$ cat src/rtl/ac97_link_ctrl.sv
// AC'97 link controller: frames commands and DAC samples onto SDATA_OUT, parses SDATA_IN frames.
// Define AC97_LOOPBACK_EN to add a `loopback` input that feeds SDATA_OUT back into the capture path.
module ac97_link_ctrl #(
  parameter int CHANNELS      = 2,
  parameter int SAMPLE_W      = 20,
  parameter int RSTLOW_CYCLES = 150
) (
  input  logic                         sys_clk,
  input  logic                         rst,
  input  logic                         BIT_CLK,
  input  logic                         SDATA_IN,
`ifdef AC97_LOOPBACK_EN
  input  logic                         loopback,
`endif
  output logic                         SDATA_OUT,
  output logic                         SYNC,
  output logic                         RESET,
  input  logic                         cmd_valid,
  output logic                         cmd_ready,
  input  logic [7:0]                   cmd_addr,
  input  logic [15:0]                  cmd_data,
  input  logic [CHANNELS*SAMPLE_W-1:0] dac_data,
  input  logic                         dac_valid,
  output logic                         dac_ready,
  output logic [CHANNELS*SAMPLE_W-1:0] adc_data,
  output logic [CHANNELS-1:0]          adc_slot_valid,
  output logic                         adc_valid,
  output logic                         rd_valid,
  output logic [6:0]                   rd_addr,
  output logic [15:0]                  rd_data,
  output logic                         codec_ready,
  output logic                         frame_done,
  output logic                         underrun
);
  localparam int DW  = CHANNELS * SAMPLE_W;
  localparam int RCW = $clog2(RSTLOW_CYCLES + 1);

  logic [2:0]     bclk_q, bclk_d;
  logic [RCW-1:0] rst_cnt_q, rst_cnt_d;
  logic           codec_rst_q, codec_rst_d;
  logic [8:0]     k_q, k_d;
  logic           started_q, started_d;
  logic           sync_q, sync_d;
  logic           sdata_out_q, sdata_out_d;
  logic [254:0]   tx_shift_q, tx_shift_d;
  logic [254:0]   rx_shift_q, rx_shift_d;
  logic           cmd_pend_q, cmd_pend_d;
  logic [7:0]     cmd_addr_q, cmd_addr_d;
  logic [15:0]    cmd_data_q, cmd_data_d;
  logic           dac_full_q, dac_full_d;
  logic [DW-1:0]  dac_q, dac_d;
  logic           underrun_q, underrun_d;
  logic           frame_done_q, frame_done_d;
  logic           codec_ready_q, codec_ready_d;
  logic [DW-1:0]  adc_data_q, adc_data_d;
  logic [CHANNELS-1:0] adc_sv_q, adc_sv_d;
  logic           adc_valid_q, adc_valid_d;
  logic           rd_valid_q, rd_valid_d;
  logic [6:0]     rd_addr_q, rd_addr_d;
  logic [15:0]    rd_data_q, rd_data_d;

  logic           bit_rise, bit_fall, latch, capture, cap_bit;
  logic           cmd_ready_w, dac_ready_w;
  logic [15:0]    tx_tag;
  logic [255:0]   tx_frame;

  assign bit_rise    = bclk_q[1] & ~bclk_q[2];
  assign bit_fall    = ~bclk_q[1] & bclk_q[2];
  assign latch       = codec_rst_q & bit_rise & (k_q == 9'd0);
  assign capture     = codec_rst_q & started_q & bit_fall;
  assign cmd_ready_w = codec_rst_q & ~cmd_pend_q;
  assign dac_ready_w = codec_rst_q & ~dac_full_q;

`ifdef AC97_LOOPBACK_EN
  assign cap_bit = loopback ? sdata_out_q : SDATA_IN;
`else
  assign cap_bit = SDATA_IN;
`endif

  // Outgoing frame image; tx_frame[255] is the bit sent at k=0.
  always_comb begin
    tx_tag     = '0;
    tx_tag[14] = cmd_pend_q;
    tx_tag[13] = cmd_pend_q & ~cmd_addr_q[7];
    for (int c = 0; c < CHANNELS; c++) tx_tag[12-c] = dac_full_q;
    tx_tag[15] = |tx_tag[14:0];
    tx_frame          = '0;
    tx_frame[255:240] = tx_tag;
    if (cmd_pend_q) tx_frame[239:220] = {cmd_addr_q, 12'h000};
    if (cmd_pend_q && !cmd_addr_q[7]) tx_frame[219:200] = {cmd_data_q, 4'h0};
    if (dac_full_q)
      for (int c = 0; c < CHANNELS; c++)
        tx_frame[199-20*c -: SAMPLE_W] = dac_q[c*SAMPLE_W +: SAMPLE_W];
  end

  always_comb begin
    bclk_d        = {bclk_q[1:0], BIT_CLK};
    rst_cnt_d     = rst_cnt_q;
    codec_rst_d   = codec_rst_q;
    k_d           = k_q;
    started_d     = started_q;
    sync_d        = sync_q;
    sdata_out_d   = sdata_out_q;
    tx_shift_d    = tx_shift_q;
    rx_shift_d    = rx_shift_q;
    cmd_pend_d    = cmd_pend_q;
    cmd_addr_d    = cmd_addr_q;
    cmd_data_d    = cmd_data_q;
    dac_full_d    = dac_full_q;
    dac_d         = dac_q;
    underrun_d    = underrun_q;
    frame_done_d  = 1'b0;
    codec_ready_d = codec_ready_q;
    adc_data_d    = adc_data_q;
    adc_sv_d      = adc_sv_q;
    adc_valid_d   = 1'b0;
    rd_valid_d    = 1'b0;
    rd_addr_d     = rd_addr_q;
    rd_data_d     = rd_data_q;

    if (!codec_rst_q) begin
      if (rst_cnt_q == RCW'(RSTLOW_CYCLES - 1)) codec_rst_d = 1'b1;
      else rst_cnt_d = rst_cnt_q + RCW'(1);
    end

    if (codec_rst_q && bit_rise) begin
      k_d    = (k_q == 9'd255) ? 9'd0 : k_q + 9'd1;
      sync_d = (k_q < 9'd16);
      if (latch) begin
        sdata_out_d = tx_frame[255];
        tx_shift_d  = tx_frame[254:0];
      end else begin
        sdata_out_d = tx_shift_q[254];
        tx_shift_d  = {tx_shift_q[253:0], 1'b0};
      end
    end

    if (latch) begin
      started_d    = 1'b1;
      frame_done_d = 1'b1;
      cmd_pend_d   = 1'b0;
      dac_full_d   = 1'b0;
      if (!dac_full_q) underrun_d = 1'b1;
    end

    // Acceptance is evaluated after the latch so a same-cycle accept waits for the next frame.
    if (cmd_valid && cmd_ready_w) begin
      cmd_pend_d = 1'b1;
      cmd_addr_d = cmd_addr;
      cmd_data_d = cmd_data;
    end
    if (dac_valid && dac_ready_w) begin
      dac_full_d = 1'b1;
      dac_d      = dac_data;
    end

    if (capture) begin
      rx_shift_d = {rx_shift_q[253:0], cap_bit};
      // k=0 means this fall stores index 255; frame bit p currently sits at rx_shift_q[p-1].
      if (k_q == 9'd0) begin
        codec_ready_d = rx_shift_q[254];
        adc_valid_d   = 1'b1;
        for (int c = 0; c < CHANNELS; c++) begin
          adc_sv_d[c] = rx_shift_q[251-c];
          adc_data_d[c*SAMPLE_W +: SAMPLE_W] = rx_shift_q[198-20*c -: SAMPLE_W];
        end
        if (rx_shift_q[253] && rx_shift_q[252]) begin
          rd_valid_d = 1'b1;
          rd_addr_d  = rx_shift_q[237:231];
          rd_data_d  = rx_shift_q[218:203];
        end
      end
    end
  end

  always_ff @(posedge sys_clk or negedge rst) begin
    if (!rst) begin
      bclk_q        <= '0;
      rst_cnt_q     <= '0;
      codec_rst_q   <= 1'b0;
      k_q           <= '0;
      started_q     <= 1'b0;
      sync_q        <= 1'b0;
      sdata_out_q   <= 1'b0;
      tx_shift_q    <= '0;
      rx_shift_q    <= '0;
      cmd_pend_q    <= 1'b0;
      cmd_addr_q    <= '0;
      cmd_data_q    <= '0;
      dac_full_q    <= 1'b0;
      dac_q         <= '0;
      underrun_q    <= 1'b0;
      frame_done_q  <= 1'b0;
      codec_ready_q <= 1'b0;
      adc_data_q    <= '0;
      adc_sv_q      <= '0;
      adc_valid_q   <= 1'b0;
      rd_valid_q    <= 1'b0;
      rd_addr_q     <= '0;
      rd_data_q     <= '0;
    end else begin
      bclk_q        <= bclk_d;
      rst_cnt_q     <= rst_cnt_d;
      codec_rst_q   <= codec_rst_d;
      k_q           <= k_d;
      started_q     <= started_d;
      sync_q        <= sync_d;
      sdata_out_q   <= sdata_out_d;
      tx_shift_q    <= tx_shift_d;
      rx_shift_q    <= rx_shift_d;
      cmd_pend_q    <= cmd_pend_d;
      cmd_addr_q    <= cmd_addr_d;
      cmd_data_q    <= cmd_data_d;
      dac_full_q    <= dac_full_d;
      dac_q         <= dac_d;
      underrun_q    <= underrun_d;
      frame_done_q  <= frame_done_d;
      codec_ready_q <= codec_ready_d;
      adc_data_q    <= adc_data_d;
      adc_sv_q      <= adc_sv_d;
      adc_valid_q   <= adc_valid_d;
      rd_valid_q    <= rd_valid_d;
      rd_addr_q     <= rd_addr_d;
      rd_data_q     <= rd_data_d;
    end
  end

  assign SDATA_OUT      = sdata_out_q;
  assign SYNC           = sync_q;
  assign RESET          = codec_rst_q;
  assign cmd_ready      = cmd_ready_w;
  assign dac_ready      = dac_ready_w;
  assign adc_data       = adc_data_q;
  assign adc_slot_valid = adc_sv_q;
  assign adc_valid      = adc_valid_q;
  assign rd_valid       = rd_valid_q;
  assign rd_addr        = rd_addr_q;
  assign rd_data        = rd_data_q;
  assign codec_ready    = codec_ready_q;
  assign frame_done     = frame_done_q;
  assign underrun       = underrun_q;
endmodule

$ cat config.mk
export PLATFORM = sky130hd
export DESIGN_NAME = ac97_link_ctrl
export DESIGN_NICKNAME = d
export VERILOG_FILES = /design/src/rtl/ac97_link_ctrl.sv
export SDC_FILE = /design/constraint.sdc
export NUM_CORES = 1
export LEC_CHECK = 0
export ABC_CLOCK_PERIOD_IN_PS = 5200
export CAP_MARGIN = 20
export CORE_MARGIN = 4
export CORE_UTILIZATION = 60
export DETAILED_ROUTE_END_ITERATION = 8
export PLACE_DENSITY = 0.79
export SLEW_MARGIN = 20
export SYNTH_ARGS = -nofsm -noshare
export SYNTH_HDL_FRONTEND = slang
export SYNTH_SLANG_ARGS = --single-unit
$ cat constraint.sdc
create_clock -name sys_clk -period 5.2 [get_ports sys_clk]
set_input_delay 0.52 -clock sys_clk [delete_from_list [all_inputs] [get_ports sys_clk]]
set_output_delay 0.52 -clock sys_clk [all_outputs]
set_load 0.005 [all_outputs]
==> results of run 1 <==
power by group:
| part | switching (mW) | total [mW] | internal, mW | leakage [nW] |
|---|---|---|---|---|
| sequential | 0.00117 | 3.97 | 3.97 | 7.09 |
| clock | 1.49 | 3.62 | 2.13 | 0.840 |
| combinational | 0.0822 | 0.133 | 0.0509 | 4.29 |
| total | 1.57 | 7.72 | 6.15 | 12.2 |
path summary, 6_finish.rpt:
check                      startpoint              to  slack, ns  cells after the start
min reg2reg                 bclk_q[0]       bclk_q[1]       0.39                      0
min                               rst  cmd_data_q[11]       0.08                      1
max in group asynchronous         rst   rx_shift_q[8]       3.88                      2
max reg2reg                    k_q[0]      rd_data[2]       2.13                      5
max                            k_q[0]      rd_data[2]       2.13                      5
min in group sys_clk        bclk_q[0]       bclk_q[1]       0.39                      0
flip-flops by register name (all words and copies together) (netlist names), 2 cells and up:
register,flops
cmd_addr_q,8
rd_data,16
adc_data,40
tx_shift_q,95
rd_addr,7
cmd_data_q,16
k_q,9
rst_cnt_q,8
adc_slot_valid,2
rx_shift_q,255
bclk_q,3
dac_q,40
layer usage:
layer  vias up  part of all wire, %  global-route usage, %
li1       6762                    -                      -
met1      7043                   45                   31.8
met2       273                   48                   35.5
met3        77                  4.1                   3.24
met4         0                  2.4                   6.09
met5         -                    0                      0
cell usage after synthesis (3+ instances only):
cell type / n / share of area (%)
xnor2_1: 7 / 0.30
o21ai_0: 31 / 0.76
inv_1: 23 / 0.42
nor2b_1: 4 / 0.12
ha_1: 4 / 0.25
or4_1: 49 / 1.8
clkbuf_1: 111 / 2.0
nor4_1: 3 / 0.092
a21oi_1: 5 / 0.12
dfrtp_1: 510 / 62
mux2_2: 110 / 6.1
mux2_4: 20 / 1.5
nand4_1: 6 / 0.18
nand4b_1: 4 / 0.17
nand2_1: 967 / 18
mux2i_1: 3 / 0.15
buf_6: 3 / 0.17
o211ai_1: 51 / 1.9
nor2_1: 4 / 0.073
o31ai_1: 6 / 0.22
buf_1: 17 / 0.31
o221ai_1: 16 / 0.69
nand3_1: 54 / 1.3
critical path, stage by stage (launching register included):
cell,delay (ns)
dfrtp_1,0.44
inv_1,0.09
ha_1,0.19
or4b_4,0.85
or4_4,0.94
mux2_4,0.39
cell type report:
| cell class | instances | area [µm²] | share of cell area (%) |
|---|---|---|---|
| repair buffers | 158 | 1600 | 6.75 |
| diodes | 1 | 2.50 | 0.0105 |
| clock buffers | 77 | 1530 | 6.43 |
| inverters | 23 | 86.3 | 0.364 |
| clock inverters | 18 | 155 | 0.654 |
| multi-input cells | 1365 | 7030 | 29.6 |
| well taps | 448 | 561 | 2.36 |
| flip-flops and latches | 510 | 12800 | 53.8 |
logic make-up after synthesis:
group           share of synthesized area [%]
mux                                      7.68
buf+inv                                  3.16
fa+ha+maj                               0.245
compound gates                           3.89
simple gates                             22.2
xor+xnor                                0.343
flops                                    62.5
stage by stage:
step                cells  hold slack (ns)  utilization (%)  worst slack [ns]  area, µm²
floorplan            2032            0.224                -              2.80      20400
finish               2600           0.0761             70.8              2.13      23700
global placement     2504            0.371             65.7              2.25      22000
global route         2600            0.158             70.8              1.96      23700
CTS                  2599            0.107             70.7              2.11      23700
detailed placement   2504            0.371             65.7              2.13      22000
==> flow_summary_export.csv, run 1 <==
group,metric,value,unit
logic_synthesis,ys_ff_latch,510,
global_route,first_global_vias,13885,
logic_synthesis,synthArstFlopShare,100,%
timing,max_slew_margin,29.2,%
placement,hpwl,23200,µm
die,placeableCoreArea,33500,µm²
clock_network,cts_buffer_depth,3,
clock_network,cts_tree,"built",
setup_path,worstPathMaxFanout,100,
die,die_h,192,µm
global_route,grt_max_degree,150,
global_route,antenna_found_initial,1,
worst_hold_path,hold_class,"in2async",
global_route,grt_use_total,22.0,%
die,pin_count,145,
placement,port_buffers,144,
clock_network,root_buffer,"clkbuf_16",
run_status,status,"finished, final reports clean",
timing,setup_tns,0,ns
route,post_drt_wl_per_cell,15.5,µm
timing,max_clock_freq,0.325,GHz
route,antenna_left,0,
timing,grt_setup_unrepaired,"false",
logic_synthesis,synth-edff-count,0,
setup_path,worstSetupStartpointType,"register",
timing,fin_skew,0.0181,ns
route,viasPerCell,5.44,
timing,hold_viol_final,0,
die,fp.dieArea,37100,µm²
route,wirelength,40200,µm
power,vdd_ir_drop_max,0.000276,V
setup_path,critPathCaptureType,"register",
clock_network,clk_pin_slew,0.06,ns
clock_network,post_cts_buffers,0,
power,p_leak,12.2,nW
route,initialDrtViolationCount,1167,
global_route,grt_pass1_wl,68200,µm
clock_network,worst_skew_pair.late_latency,0.56,ns
clock_network,htree_levels,2,
timing,worstMarginPinSlew,1.06,ns
clock_network,hold_buffers,0,
timing,fin_crit_sh,59.1,%
global_route,overflow,0,
logic_synthesis,avgSynthCellArea,10.1,µm²
finish,syn2layout_area_growth,16.2,%
power,power,7.72,mW
logic_synthesis,synth.net_count,2106,
job,maxCapViolCount,0,
finish,nFillCells,2384,
logic_synthesis,synth_warnings,0,
route,drt_pass1_iterations,5,
die,die_x,192,µm
finish,layout-drive-gt1-share,11.0,%
die,core.rowCount,67,
clock_network,cts_resized,0,
finish,final_cell_mix,"nand2_1 (967), dfrtp_1 (510), clkdlybuf4s50_1 (143)",
logic_synthesis,synth_top_flop_cell,"dfrtp_1",
timing,min_period,3.07,ns
logic_synthesis,synth_area,20400,µm²
setup_path,arrival,3.52,ns
setup_path,crit_required,5.64,ns
clock_network,numCtsBuffers,52,
logic_synthesis,netlist_instances,2032,
finish,layout_commonest_cell,"nand2_1",
finish,nNetsFinal,2184,
route,num_vias,14155,
timing,slew_violations,0,
route,drc,0,
power,p_per_area,325,nW/µm²
setup_path,crit_type,"reg2reg",
placement,routabilityCongestion,0.764,
die,start_util,60.9,%
timing,setup_viol,0,
logic_synthesis,synth_cell_types,42,
logic_synthesis,ys_seq_area_share,62.5,%
clock_network,cts.sinks,510,
(Power assumes the default switching activity.)
==> run 2: changes to the inputs <==
- ABC_CLOCK_PERIOD_IN_PS: 5200 -> 2600
- CORE_UTILIZATION: 60 -> 53
- PLACE_DENSITY: 0.79 -> 0.74
- clock period: 5.2 -> 2.6 ns (I/O delays scaled with it)
==> flow_summary_export.csv, run 2 (same netlist as run 1, synthesis figures left out) <==
group,metric,value,unit
route,initialDrtViolationCount,1127,
finish,layout.cells.non_filler,2681,
die,placeableCoreArea,37800,µm²
finish,nFillCells,2992,
finish,largest-register,"rx_shift_q",
timing,hold_slack,0.196,ns
setup_path,critPathCaptureType,"register",
finish,layout_commonest_cell,"nand2_1",
finish,final_cell_mix,"nand2_1 (966), dfrtp_1 (510), clkdlybuf4s50_1 (143)",
clock_network,htree_levels,2,
setup_path,crit_path_max_incr_delay,0.79,ns
clock_network,numCtsBuffers,51,
timing,hold_viol_final,0,
setup_path,crit_required,3.05,ns
global_route,antenna_found_initial,0,
global_route,overflow,0,
placement,port_buffers,144,
placement,dp_cells,2587,
route,viasPerCell,5.27,
placement,hpwl,23600,µm
clock_network,cts_tree,"built",
route,num_vias,14117,
die,die_x,204,µm
setup_path,cp_num_buf_inv,1,
setup_path,cp.depth,5,
timing,setup_tns,0,ns
timing,worstMarginPinSlew,1.17,ns
finish,layout-drive-gt1-share,12.2,%
clock_network,clk_pin_slew,0.06,ns
clock_network,worst_skew_pair.late_latency,0.58,ns
power,p_leak,12.4,nW
timing,fin_skew,0.0147,ns
power,vdd_ir_drop_max,0.000506,V
worst_hold_path,holdPathStages,1,
setup_path,worstPathMaxFanout,23,
finish,largest_register_ffs,255,
clock_network,root_buffer,"clkbuf_16",
die,core.rowCount,71,
setup_path,crit_chain,"inv_1 > ha_1 > or4b_4 > or4_4 > mux2_2",
route,wirelength,40300,µm
clock_network,cts.sinks,510,
route,drc,0,
finish,syn2layout_area_growth,18.4,%
timing,max_slew_margin,22.1,%
die,start_util,54.0,%
worst_hold_path,hold_class,"in2reg",
finish,nNetsFinal,2204,
setup_path,cpLargestDelayFamily,"simple AND/OR/NAND/NOR gates",
timing,fin_crit_sh,94.4,%
route,post_drt_wl_per_cell,15.0,µm
power,p_per_area,657,nW/µm²
global_route,first_global_vias,14093,
setup_path,slowest_stage,"or4_4",
placement,routabilityCongestion,0.768,
setup_path,arrival,2.91,ns
timing,max_clock_freq,0.408,GHz
route,antenna_left,0,
global_route,grt_pass1_wl,69400,µm
global_route,grt_max_degree,256,
global_route,grt_use_total,19.7,%
die,fp.dieArea,41700,µm²
setup_path,r2r_cells,5,
job,maxCapViolCount,0,
clock_network,post_cts_buffers,0,
die,pin_count,145,
finish,antenna_cells,0,
finish,reg.largest.list,"rx_shift_q (255), tx_shift_q (95)",
finish,fin_util,63.9,%
die,die_h,204,µm
timing,slew_violations,0,
power,power,15.9,mW
timing,setup_viol,0,
route,drt_pass1_iterations,5,
setup_path,crit_type,"reg2reg",
run_status,status,"finished, final reports clean",
timing,grt_setup_unrepaired,"false",
timing,min_period,2.45,ns
setup_path,worstSetupStartpointType,"register",
clock_network,cts_buffer_depth,3,
-- run 2: changes by cell type in the layout (fill, tap and decap cells not counted), moves of 2 or more --
cell	previous run	this run
buf_4	10	22
clkbuf_1	13	3
buf_12	4	12
clkbuf_8	11	19
bufinv_16	2	4
clkinvlp_4	0	2
inv_6	3	1
-- run 2: where the power goes --
part	switching [mW]	internal [mW]	total, mW
combinational	0.178	0.121	0.299
clock	3.05	4.59	7.64
sequential	0.00267	7.94	7.94
-- run 2: worst paths after layout --
path | endpoint | slack, ns | startpoint
min reg2reg | bclk_q[1] | 0.39 | bclk_q[0]
max reg2reg | rd_data[0] | 0.15 | k_q[0]
min in group asynchronous | tx_shift_q[212] | 0.27 | rst
max in group asynchronous | rx_shift_q[252] | 1.52 | rst
min | bclk_q[0] | 0.20 | BIT_CLK
max | rd_data[0] | 0.15 | k_q[0]
-- run 2: metrics by stage --
step                      instance area (µm²)  setup WS, ns
after floorplan                         20400         0.204
after global placement                  22400         0.205
after detailed placement                22400         0.139
after CTS                               24200         0.143
after global routing                    24200        0.0857
final                                   24200         0.147
-- run 2: worst reg2reg max path, stage by stage, from the launching register on --
cell,delay (ns)
dfrtp_1,0.44
inv_1,0.09
ha_1,0.16
or4b_4,0.46
or4_4,0.79
mux2_2,0.40
-- run 2: repair_timing --
action / in CTS / in global routing
setup endpoints to repair: 0 / 0
endpoints found under the hold margin: 61 / 0
gates resized for setup: 0 / 0
hold buffers: 1 / 0
-- run 2: routing by layer --
| layer | vias up | global-route usage (%) | wire (µm) |
|---|---|---|---|
| li1 | 6780 | - | - |
| met1 | 7024 | 27.9 | 18200 |
| met2 | 241 | 31.7 | 19700 |
| met3 | 72 | 3.78 | 1610 |
| met4 | 0 | 5.24 | 833 |
| met5 | - | 0 | 0 |
-- run 2: final cells by class --
| type | count | area, µm² | area share, % |
|---|---|---|---|
| sequential | 510 | 12800 | 52.8 |
| multi-input combinational | 1365 | 7030 | 29.1 |
| timing repair buffer | 179 | 1860 | 7.70 |
| clock buffer | 74 | 1570 | 6.51 |
| tap | 511 | 639 | 2.65 |
| clock inverter | 19 | 215 | 0.890 |
| inverter | 23 | 86.3 | 0.357 |
